`config.mk`:
```
export PLATFORM = sky130hd
export DESIGN_NAME = avalon_shell_pipe
export DESIGN_NICKNAME = d
export VERILOG_FILES = /design/src/rtl/avalon_shell_pipe.sv
export SDC_FILE = /design/constraint.sdc
export NUM_CORES = 1
export LEC_CHECK = 0
export BUFFER_PORTS_ARGS = -buffer_cell sky130_fd_sc_hd__buf_2
export CAP_MARGIN = 10
export CORE_MARGIN = 5
export CORE_UTILIZATION = 30
export DETAILED_ROUTE_END_ITERATION = 6
export PLACE_DENSITY = 0.47
export SYNTH_ARGS = -nofsm -noshare
export SYNTH_HDL_FRONTEND = slang
export SYNTH_SLANG_ARGS = --single-unit
```
`constraint.sdc`:
```
create_clock -name clk -period 2.6 [get_ports clk]
set_input_delay 0.13 -clock clk [delete_from_list [all_inputs] [get_ports clk]]
set_output_delay 0.13 -clock clk [all_outputs]
set_load 0.005 [all_outputs]
```
`src/rtl/avalon_shell_pipe.sv`:
```
// Purpose : buffered Avalon-MM shell; design commands go through a command FIFO to a registered Qsys master port.
// Latency : a command accepted in cycle N reaches avm_m0_* in N+2; read data returns 2 cycles after the Qsys completion.
// Backpr. : design waitrequest follows FIFO full; reads block until data returns; avm_m0_waitrequest holds the output register.
// Ports   : clk/reset (sync, active-high); avm_design_* slave-facing command port; avm_m0_* Qsys master port;
//           pending_count (queued + in-flight), idle, protocol_err (sticky read&write collision).
module avalon_shell_pipe #(
  parameter int ADDR_W     = 32,
  parameter int DATA_W     = 8,
  parameter int FIFO_DEPTH = 4
) (
  input  logic                          clk,
  input  logic                          reset,
  input  logic [ADDR_W-1:0]             avm_design_address,
  input  logic                          avm_design_read,
  input  logic                          avm_design_write,
  input  logic [DATA_W-1:0]             avm_design_writedata,
  output logic                          avm_design_waitrequest,
  output logic [DATA_W-1:0]             avm_design_readdata,
  output logic [ADDR_W-1:0]             avm_m0_address,
  output logic                          avm_m0_read,
  output logic                          avm_m0_write,
  output logic [DATA_W-1:0]             avm_m0_writedata,
  input  logic                          avm_m0_waitrequest,
  input  logic [DATA_W-1:0]             avm_m0_readdata,
  output logic [$clog2(FIFO_DEPTH):0]   pending_count,
  output logic                          idle,
  output logic                          protocol_err
);

  localparam int PTR_W = $clog2(FIFO_DEPTH);

  typedef struct packed {
    logic              is_read;
    logic [ADDR_W-1:0] addr;
    logic [DATA_W-1:0] wdata;
  } entry_t;

  typedef enum logic [1:0] {IDLE, RD_WAIT, RD_DONE} state_t;

  state_t            state, state_nxt;
  entry_t            fifo_mem [FIFO_DEPTH];
  entry_t            push_entry;
  entry_t            head;
  logic [PTR_W:0]    wr_ptr, rd_ptr, fifo_cnt;
  logic              fifo_empty, fifo_full;
  logic              push, pop, load;
  logic              cmd_active, rd_cmpl, rd_cmpl_q;
  logic [DATA_W-1:0] rdata_q;

  // Pointers carry one extra wrap bit so full and empty are distinguishable.
  assign fifo_empty = (wr_ptr == rd_ptr);
  assign fifo_full  = (wr_ptr[PTR_W] != rd_ptr[PTR_W]) &&
                      (wr_ptr[PTR_W-1:0] == rd_ptr[PTR_W-1:0]);
  assign fifo_cnt   = wr_ptr - rd_ptr;
  assign head       = fifo_mem[rd_ptr[PTR_W-1:0]];

  // The output register takes a new command when it holds none or the current one completes.
  assign cmd_active = avm_m0_read | avm_m0_write;
  assign load       = !cmd_active || !avm_m0_waitrequest;
  assign pop        = load && !fifo_empty;
  assign rd_cmpl    = avm_m0_read && !avm_m0_waitrequest;

  assign pending_count = fifo_cnt + {{PTR_W{1'b0}}, cmd_active};
  assign idle          = fifo_empty && !cmd_active && (state == IDLE);

  always_comb begin
    state_nxt              = state;
    push                   = 1'b0;
    push_entry             = {avm_design_read, avm_design_address, avm_design_writedata};
    avm_design_waitrequest = 1'b1;
    avm_design_readdata    = '0;
    case (state)
      IDLE: begin
        avm_design_waitrequest = fifo_full;
        // A read wins over a simultaneous write; the write is dropped.
        if (!fifo_full && avm_design_read) begin
          push                   = 1'b1;
          avm_design_waitrequest = 1'b1;
          state_nxt              = RD_WAIT;
        end else if (!fifo_full && avm_design_write) begin
          push                   = 1'b1;
          avm_design_waitrequest = 1'b0;
        end
      end
      // Completion is taken from a registered flag so the design-side FSM
      // never sees avm_m0_waitrequest combinationally.
      RD_WAIT: begin
        if (rd_cmpl_q) state_nxt = RD_DONE;
      end
      RD_DONE: begin
        avm_design_waitrequest = 1'b0;
        avm_design_readdata    = rdata_q;
        state_nxt              = IDLE;
      end
      default: state_nxt = IDLE;
    endcase
    if (reset) avm_design_waitrequest = 1'b1;
  end

  // Storage needs no reset: the pointers define what is valid.
  always_ff @(posedge clk) begin
    if (push) fifo_mem[wr_ptr[PTR_W-1:0]] <= push_entry;
  end

  always_ff @(posedge clk) begin
    if (reset) begin
      state            <= IDLE;
      wr_ptr           <= '0;
      rd_ptr           <= '0;
      avm_m0_address   <= '0;
      avm_m0_read      <= 1'b0;
      avm_m0_write     <= 1'b0;
      avm_m0_writedata <= '0;
      rd_cmpl_q        <= 1'b0;
      rdata_q          <= '0;
      protocol_err     <= 1'b0;
    end else begin
      state <= state_nxt;
      if (push) wr_ptr <= wr_ptr + 1'b1;
      if (pop)  rd_ptr <= rd_ptr + 1'b1;
      if (load) begin
        if (!fifo_empty) begin
          avm_m0_address   <= head.addr;
          avm_m0_writedata <= head.wdata;
          avm_m0_read      <= head.is_read;
          avm_m0_write     <= !head.is_read;
        end else begin
          avm_m0_read  <= 1'b0;
          avm_m0_write <= 1'b0;
        end
      end
      rd_cmpl_q <= rd_cmpl;
      if (rd_cmpl) rdata_q <= avm_m0_readdata;
      if (state == IDLE && avm_design_read && avm_design_write) protocol_err <= 1'b1;
    end
  end

endmodule

```
**Word level (Yosys, flattened, before mapping)**

Memories as Yosys holds them, arrays and structs flattened. A register that Yosys moved wholly into a read port is not among the register bits.
Cells that the tools add are included.

- Bits in registers: 60
- Bits in latches: 0
- Memory bits (writable): 164
- ROM bits: 0
- Input bits: 53
- Output and inout bits: 56
- Word-level logic and storage cells: 59
- Memories kept: 1

Memory list:

| name | words | bits a word | rd ports | clocked after memory_dff | write ports | line | RTL |
|---|---|---|---|---|---|---|---|
| fifo_mem | 4 | 41 | 1 | 1 | 1 | 41 | `entry_t fifo_mem [FIFO_DEPTH];` |

- Add/sub/neg operators: 4
- $mul: 0
- Divide/modulo/power cells: 0
- Order comparisons: 0
- Equality and inequality tests: 7
- Shift operators: 0
- Multiplexer cells: 17
- Bitwise operators: 2
- Reduce and logical (&&, ||, !) cells: 18

Operators with widths:

| operator | number |
|---|---|
| 1-bit 2-to-1 mux | 10 |
| 1-bit logical AND | 9 |
| 2-bit 2-to-1 mux | 4 |
| 8-bit 2-to-1 mux | 1 |
| 3-bit by 1-bit adder with 3-bit output, second input constant | 2 |
| 1-bit zero test | 5 |
| 2-bit one-hot mux with 2 select lines | 1 |
| 2-bit AND reduction | 2 |
| 3-bit by 1-bit adder with 3-bit output | 1 |
| 3-bit == test | 1 |
| 3-bit subtractor | 1 |
| 2-bit by 1-bit == test with 1-bit output, second input constant | 1 |
| 2-bit == test | 1 |
| 2-bit == test, second input constant | 1 |
| 2-bit zero test | 1 |
| 2-bit by 1-bit inequality test with 1-bit output, second input constant | 1 |
| 2-bit inequality test, second input constant | 1 |
| 1-bit one-hot mux with 2 select lines | 1 |
| 1-bit logical OR | 1 |
| 1-bit inequality test | 1 |
| 1-bit NOT | 1 |
| 1-bit bitwise OR | 1 |

**Longest topological paths before layout**

- Depth after elaboration: 9
- Mapped depth: 8

**Worst setup path before layout**

No wires, ideal clock.

- Path kind: reg-to-reg
- From: register rd_ptr[1]
- To: memory fifo_mem[0][0] (netlist name) (enable)
- Library setup time: 0.380 ns
- Data arrival time: 1.739 ns
- Path slack: 0.481 ns
- Cell stages (with the launch flop): 5
- Buffers on the path: 0
- Period minus slack after synthesis: 2.119 ns
- Path through: dfxtp_1 > inv_1 > ha_1 > a311oi_2 > and2_2

- Longest elaborated chain between the ends: 9
- Elaborated cells on any way between the ends: 10
- Those cells by class: eq/ne (1); mux (5); reduce/logical (4)

Ends and longest elaborated chain:

| item | line | RTL |
|---|---|---|
| from (decl) | 44 | `logic [PTR_W:0] wr_ptr, rd_ptr, fifo_cnt;` |
| from (signal assigned) | 120 | `if (pop) rd_ptr <= rd_ptr + 1'b1;` |
| 2-bit == test * | 53 | `(wr_ptr[PTR_W-1:0] == rd_ptr[PTR_W-1:0]);` |
| 1-bit logical AND * | 52 | `assign fifo_full = (wr_ptr[PTR_W] != rd_ptr[PTR_W]) &&` |
| 1-bit zero test * | 76, 80 |  |
| 1-bit logical AND | 80 | `end else if (!fifo_full && avm_design_write) begin` |
| 1-bit 2-to-1 mux | 80 |  |
| 1-bit 2-to-1 mux * | 76 | `if (!fifo_full && avm_design_read) begin` |
| 1-bit 2-to-1 mux * | 72 | `case (state)` |
| 1-bit 2-to-1 mux * | 102 | `if (push) fifo_mem[wr_ptr[PTR_W-1:0]] <= push_entry;` |
| 1-bit 2-to-1 mux (not written as such) * | 102 |  |
| to (decl) | 41 |  |

Mark *: on every way between the ends. The rest lies on a longest branch, timed or not.

**Worst setup path in the final report**

- From: register rd_ptr[0]
- To: output port pending_count[2]

- Longest elaborated chain between the ends: 2

Ends and longest elaborated chain:

| item | line | RTL |
|---|---|---|
| 3-bit subtractor | 54 | `assign fifo_cnt = wr_ptr - rd_ptr;` |
| 3-bit by 1-bit adder with 3-bit output | 63 | `assign pending_count = fifo_cnt + {{PTR_W{1'b0}}, cmd_active};` |
| to (decl) | 25 | `output logic [$clog2(FIFO_DEPTH):0] pending_count,` |

No other way between the ends.

==> run summary <==
Setup repair after global routing left no endpoint under its margin. The average wire length per cell after detail routing is 16.8 µm. The die boundary height came out at 180 µm. The number of DRC violations after detailed-routing iteration 0 is 291. After synthesis, the largest family of logic cells by area is multiplexers. The max-slew violation total from the final report came out at 0. The slew of the pin with the lowest slew margin came out at 0.528 ns. The quantity of I/O buffers inserted on ports is 108. The critical path startpoint category is a register. The maximum number of pins on one net before global-route repair came out at 42. The worst stage delay on the critical path came out at 0.47 ns. The number of setup violations in the final report came out at 0. The share of the cycle needed by the critical path after routing is 94.9%. For the worst-skew pair, the clock arrives at the later sink with an insertion delay of 0.53 ns.

The final hold violation count is 0. Summing the areas of all and, or, nand and nor instances in the mapped netlist gives 6.81% of the synthesized area. The kind of end point of the critical path is a primary output. The final layout net count came out at 763. The cell area after technology mapping is 0.00871 mm². At the end of routability-driven placement, the weighted congestion stood at 0.752. The die width came out at 180 µm.

The sequential fraction of the synthesis area is 70.8%. The synthesized design contains 226 register bits. After technology mapping, the gate count stands at 528. The initial core utilization came out at 30.4%.

The clock net in this run drives a total of 226 sinks. The total wire length after detailed routing is 18,600 µm. The via count of the first global-routing pass came out at 5,351. After floorplanning, the core was sized to cover 0.0287 mm². The smallest clock period supported by the final layout is computed as 2.47 ns. The post-synthesis xor/xnor area fraction is 0.819%. The post-route cell area came out at 0.0111 mm². The slowest stage of the critical path belongs to the cell sky130_fd_sc_hd__dfxtp_1.

In this run the power density over the cells is 1060 mW/mm². The run finished with clean final reports. The share of synthesized area spent on multiplexers came out at 15.9%. The number of nets in the synthesized netlist is 590. In this run the number of H-tree levels came out at 1. The post-route non-filler standard cell count is 1,106. The total iterations of the first detailed-routing run is 5.

Broken down by cell family, the worst path's largest delay share belongs to adder cells. The worst slew slack as a fraction of its limit is 64.8%. Summing over every cut layer, the via total after detailed routing is 4,879. Data arrives at the worst endpoint at 2.34 ns. The post-synthesis average cell area is 16.5 µm². The area overhead of the layout relative to synthesis came out at 27.8%.

The floorplan step defined a die boundary enclosing 0.0325 mm². The area of placed instances came out at 0.00975 mm². The async set or reset register ratio after synthesis is 0%. The root cell of the clock tree is sky130_fd_sc_hd__clkbuf_16. The number of cells after detailed placement came out at 1,006. The count of standard-cell rows came out at 62.

In the routed design, unresolved DRC markers number 0. The top-level port count is 109. The first global-routing pass estimated 30,100 µm of wire. The worst-path maximum fanout is 6. Among all flip-flop cells after synthesis, the most frequent one is sky130_fd_sc_hd__edfxtp_1. The maximum ir drop on the vdd rail came out at 0.000748 V. The average via count per standard cell is 4.41. For this run, the number of Yosys warnings is 0.

The overall routing resource usage is 11.4%. Summed over all failing endpoints, the final setup total negative slack is 0 ns. The area share of fa/ha/maj cells after synthesis is 1.38%. The number of distinct standard cells referenced by the synthesized netlist is 43. The residual antenna-violating net count after detailed routing came out at 0. In the final layout, the share of cells above drive strength 1 is 30.2%. The total congestion overflow after global routing is 0. Across the routed clock network, the largest skew measured is 0.0197 ns. The wire-length estimate of the detail-placed layout is 11,600 µm.

The worst-case clock buffer depth is 3. The worst path buffer plus inverter count came out at 3. The design draws 11.7 mW.

TritonCTS built the clock tree. The number of flops mapped to enable cells by yosys is 164. The max capacitance violation total is 0. The synthesized-area fraction occupied by ao, oa, aoi and oai cells is 2.14%.

The initial antenna violation count came to 1. For this run, the top clock speed supported by timing is 405 MHz. The clock input transition at the sequential cells of the worst setup and hold paths is 0.05 ns. The signal on the critical path passes through ha_1 -> inv_1 -> ha_1 -> inv_1 -> fa_1 -> xnor2_1 -> xnor2_1 -> buf_2. The setup path with the least slack is of type register to primary output. The required time of the critical path is 2.47 ns.

The leakage power of the design is 4.13 nW. In this run the worst hold path is classified as input port to register. The number of buffers added by the clock tree synthesis step is 26.
[synth_stat cells (all sizes together) (3+ instances only)]
cell type	number	share of area, %
nand2	103	4.4
and2	12	0.92
edfxtp	164	57
nand2b	3	0.22
clkbuf	13	0.56
nor2	9	0.39
mux2i	42	4.8
o311ai	4	0.40
a21oi	8	0.46
nor2b	4	0.29
inv	11	0.47
dfxtp	62	14
mux4	41	11
mux2	3	0.43
xnor2	4	0.40
buf	14	1.2
ha	8	1.1
[per-layer routing]
| layer | part of all wire (%) | global-route usage (%) | wire [µm] |
|---|---|---|---|
| met1 | 45 | 15.2 | 8320 |
| met2 | 48 | 19.0 | 8980 |
| met3 | 4.8 | 2.50 | 891 |
| met4 | 2.3 | 3.30 | 433 |
| met5 | 0 | 0 | 0 |
[worst paths after layout]
path | startpoint | endpoint | slack (ns) | depth (start not counted)
hold / removal | reset | rd_cmpl_q | 0.05 | 2
setup / recovery | rd_ptr[0] | pending_count[2] | 0.13 | 8
hold reg to reg | rdata_q[4] | rdata_q[4] | 0.45 | 2
setup reg to reg | wr_ptr[1] | fifo_mem[1][15] | 0.48 | 4
[placed cells by master, fill, tap and decap left out, types with 2 or more instances in the layout]
cell                            instances
sky130_fd_sc_hd__clkbuf_16             26
sky130_fd_sc_hd__nor3_1                 2
sky130_fd_sc_hd__mux2_1                 2
sky130_fd_sc_hd__and2_1                 8
sky130_fd_sc_hd__o211ai_1               2
sky130_fd_sc_hd__buf_2                108
sky130_fd_sc_hd__buf_4                  8
sky130_fd_sc_hd__nor2b_1                4
sky130_fd_sc_hd__edfxtp_1             164
sky130_fd_sc_hd__ha_1                   7
sky130_fd_sc_hd__bufinv_16              3
sky130_fd_sc_hd__dfxtp_2                2
sky130_fd_sc_hd__nand2b_1               3
sky130_fd_sc_hd__inv_2                  2
sky130_fd_sc_hd__xnor2_1                4
sky130_fd_sc_hd__inv_1                  9
sky130_fd_sc_hd__nor2_1                 9
sky130_fd_sc_hd__mux2i_1               42
sky130_fd_sc_hd__buf_12                 5
sky130_fd_sc_hd__clkbuf_1               6
sky130_fd_sc_hd__a31oi_1                2
sky130_fd_sc_hd__dlygate4sd3_1         51
sky130_fd_sc_hd__a21oi_1                8
sky130_fd_sc_hd__mux4_2                41
sky130_fd_sc_hd__o311ai_0               4
sky130_fd_sc_hd__nand2_1              103
sky130_fd_sc_hd__clkinv_2               6
sky130_fd_sc_hd__and2_2                 4
sky130_fd_sc_hd__dfxtp_1               59
sky130_fd_sc_hd__clkinvlp_4             2
sky130_fd_sc_hd__clkbuf_8               3
[report_power, final]
part	leakage (nW)	internal, mW	switching, mW	total (mW)
logic	1.69	1.62	1.62	3.24
registers	2.02	4.54	0.316	4.86
clock network	0.424	2.23	1.43	3.65
total	4.13	8.39	3.36	11.7
[layout make-up]
type,count,area [µm²]
timing repair buffer,172,1210
tap,384,480
inverter,11,41.3
sequential,226,6170
antenna,1,2.50
clock inverter,13,155
clock buffer,35,714
fill,2747,17600
multi-input combinational,264,2350
[sequential cells by signal (all words and copies together), names as in the netlist, named ones only]
signal,flops
avm_m0_address,32
avm_m0_read,1
avm_m0_write,1
avm_m0_writedata,8
fifo_mem,164
protocol_err,1
rd_cmpl_q,1
rd_ptr,3
rdata_q,8
state,2
wr_ptr,3
[logic make-up after synthesis]
logic type / Yosys count
adders and majority gates: 9
and+or+nand+nor: 139
buffers and inverters: 38
xor gates and xnor gates: 6
DFF: 226
AOI/OAI and AO/OA: 24
muxes: 86
[repair_timing]
action / CTS / global route
hold buffers: 51 / 0
buffers inserted: 0 / 0
gates resized for setup: 0 / 3
hold endpoints to repair: 175 / 0
setup endpoints to repair: 0 / 1
[metrics by stage]
step	hold slack, ns	setup WS (ns)	utilization [%]
after CTS	0.0289	0.0609	38.8
final	0.0466	0.133	38.8
after global routing	0.0622	0.00242	38.8
after detailed placement	0.354	0.501	34.0
after floorplan	0.229	0.481	-
after global placement	0.343	0.546	34.0
Power figures use the tool's default switching activity.
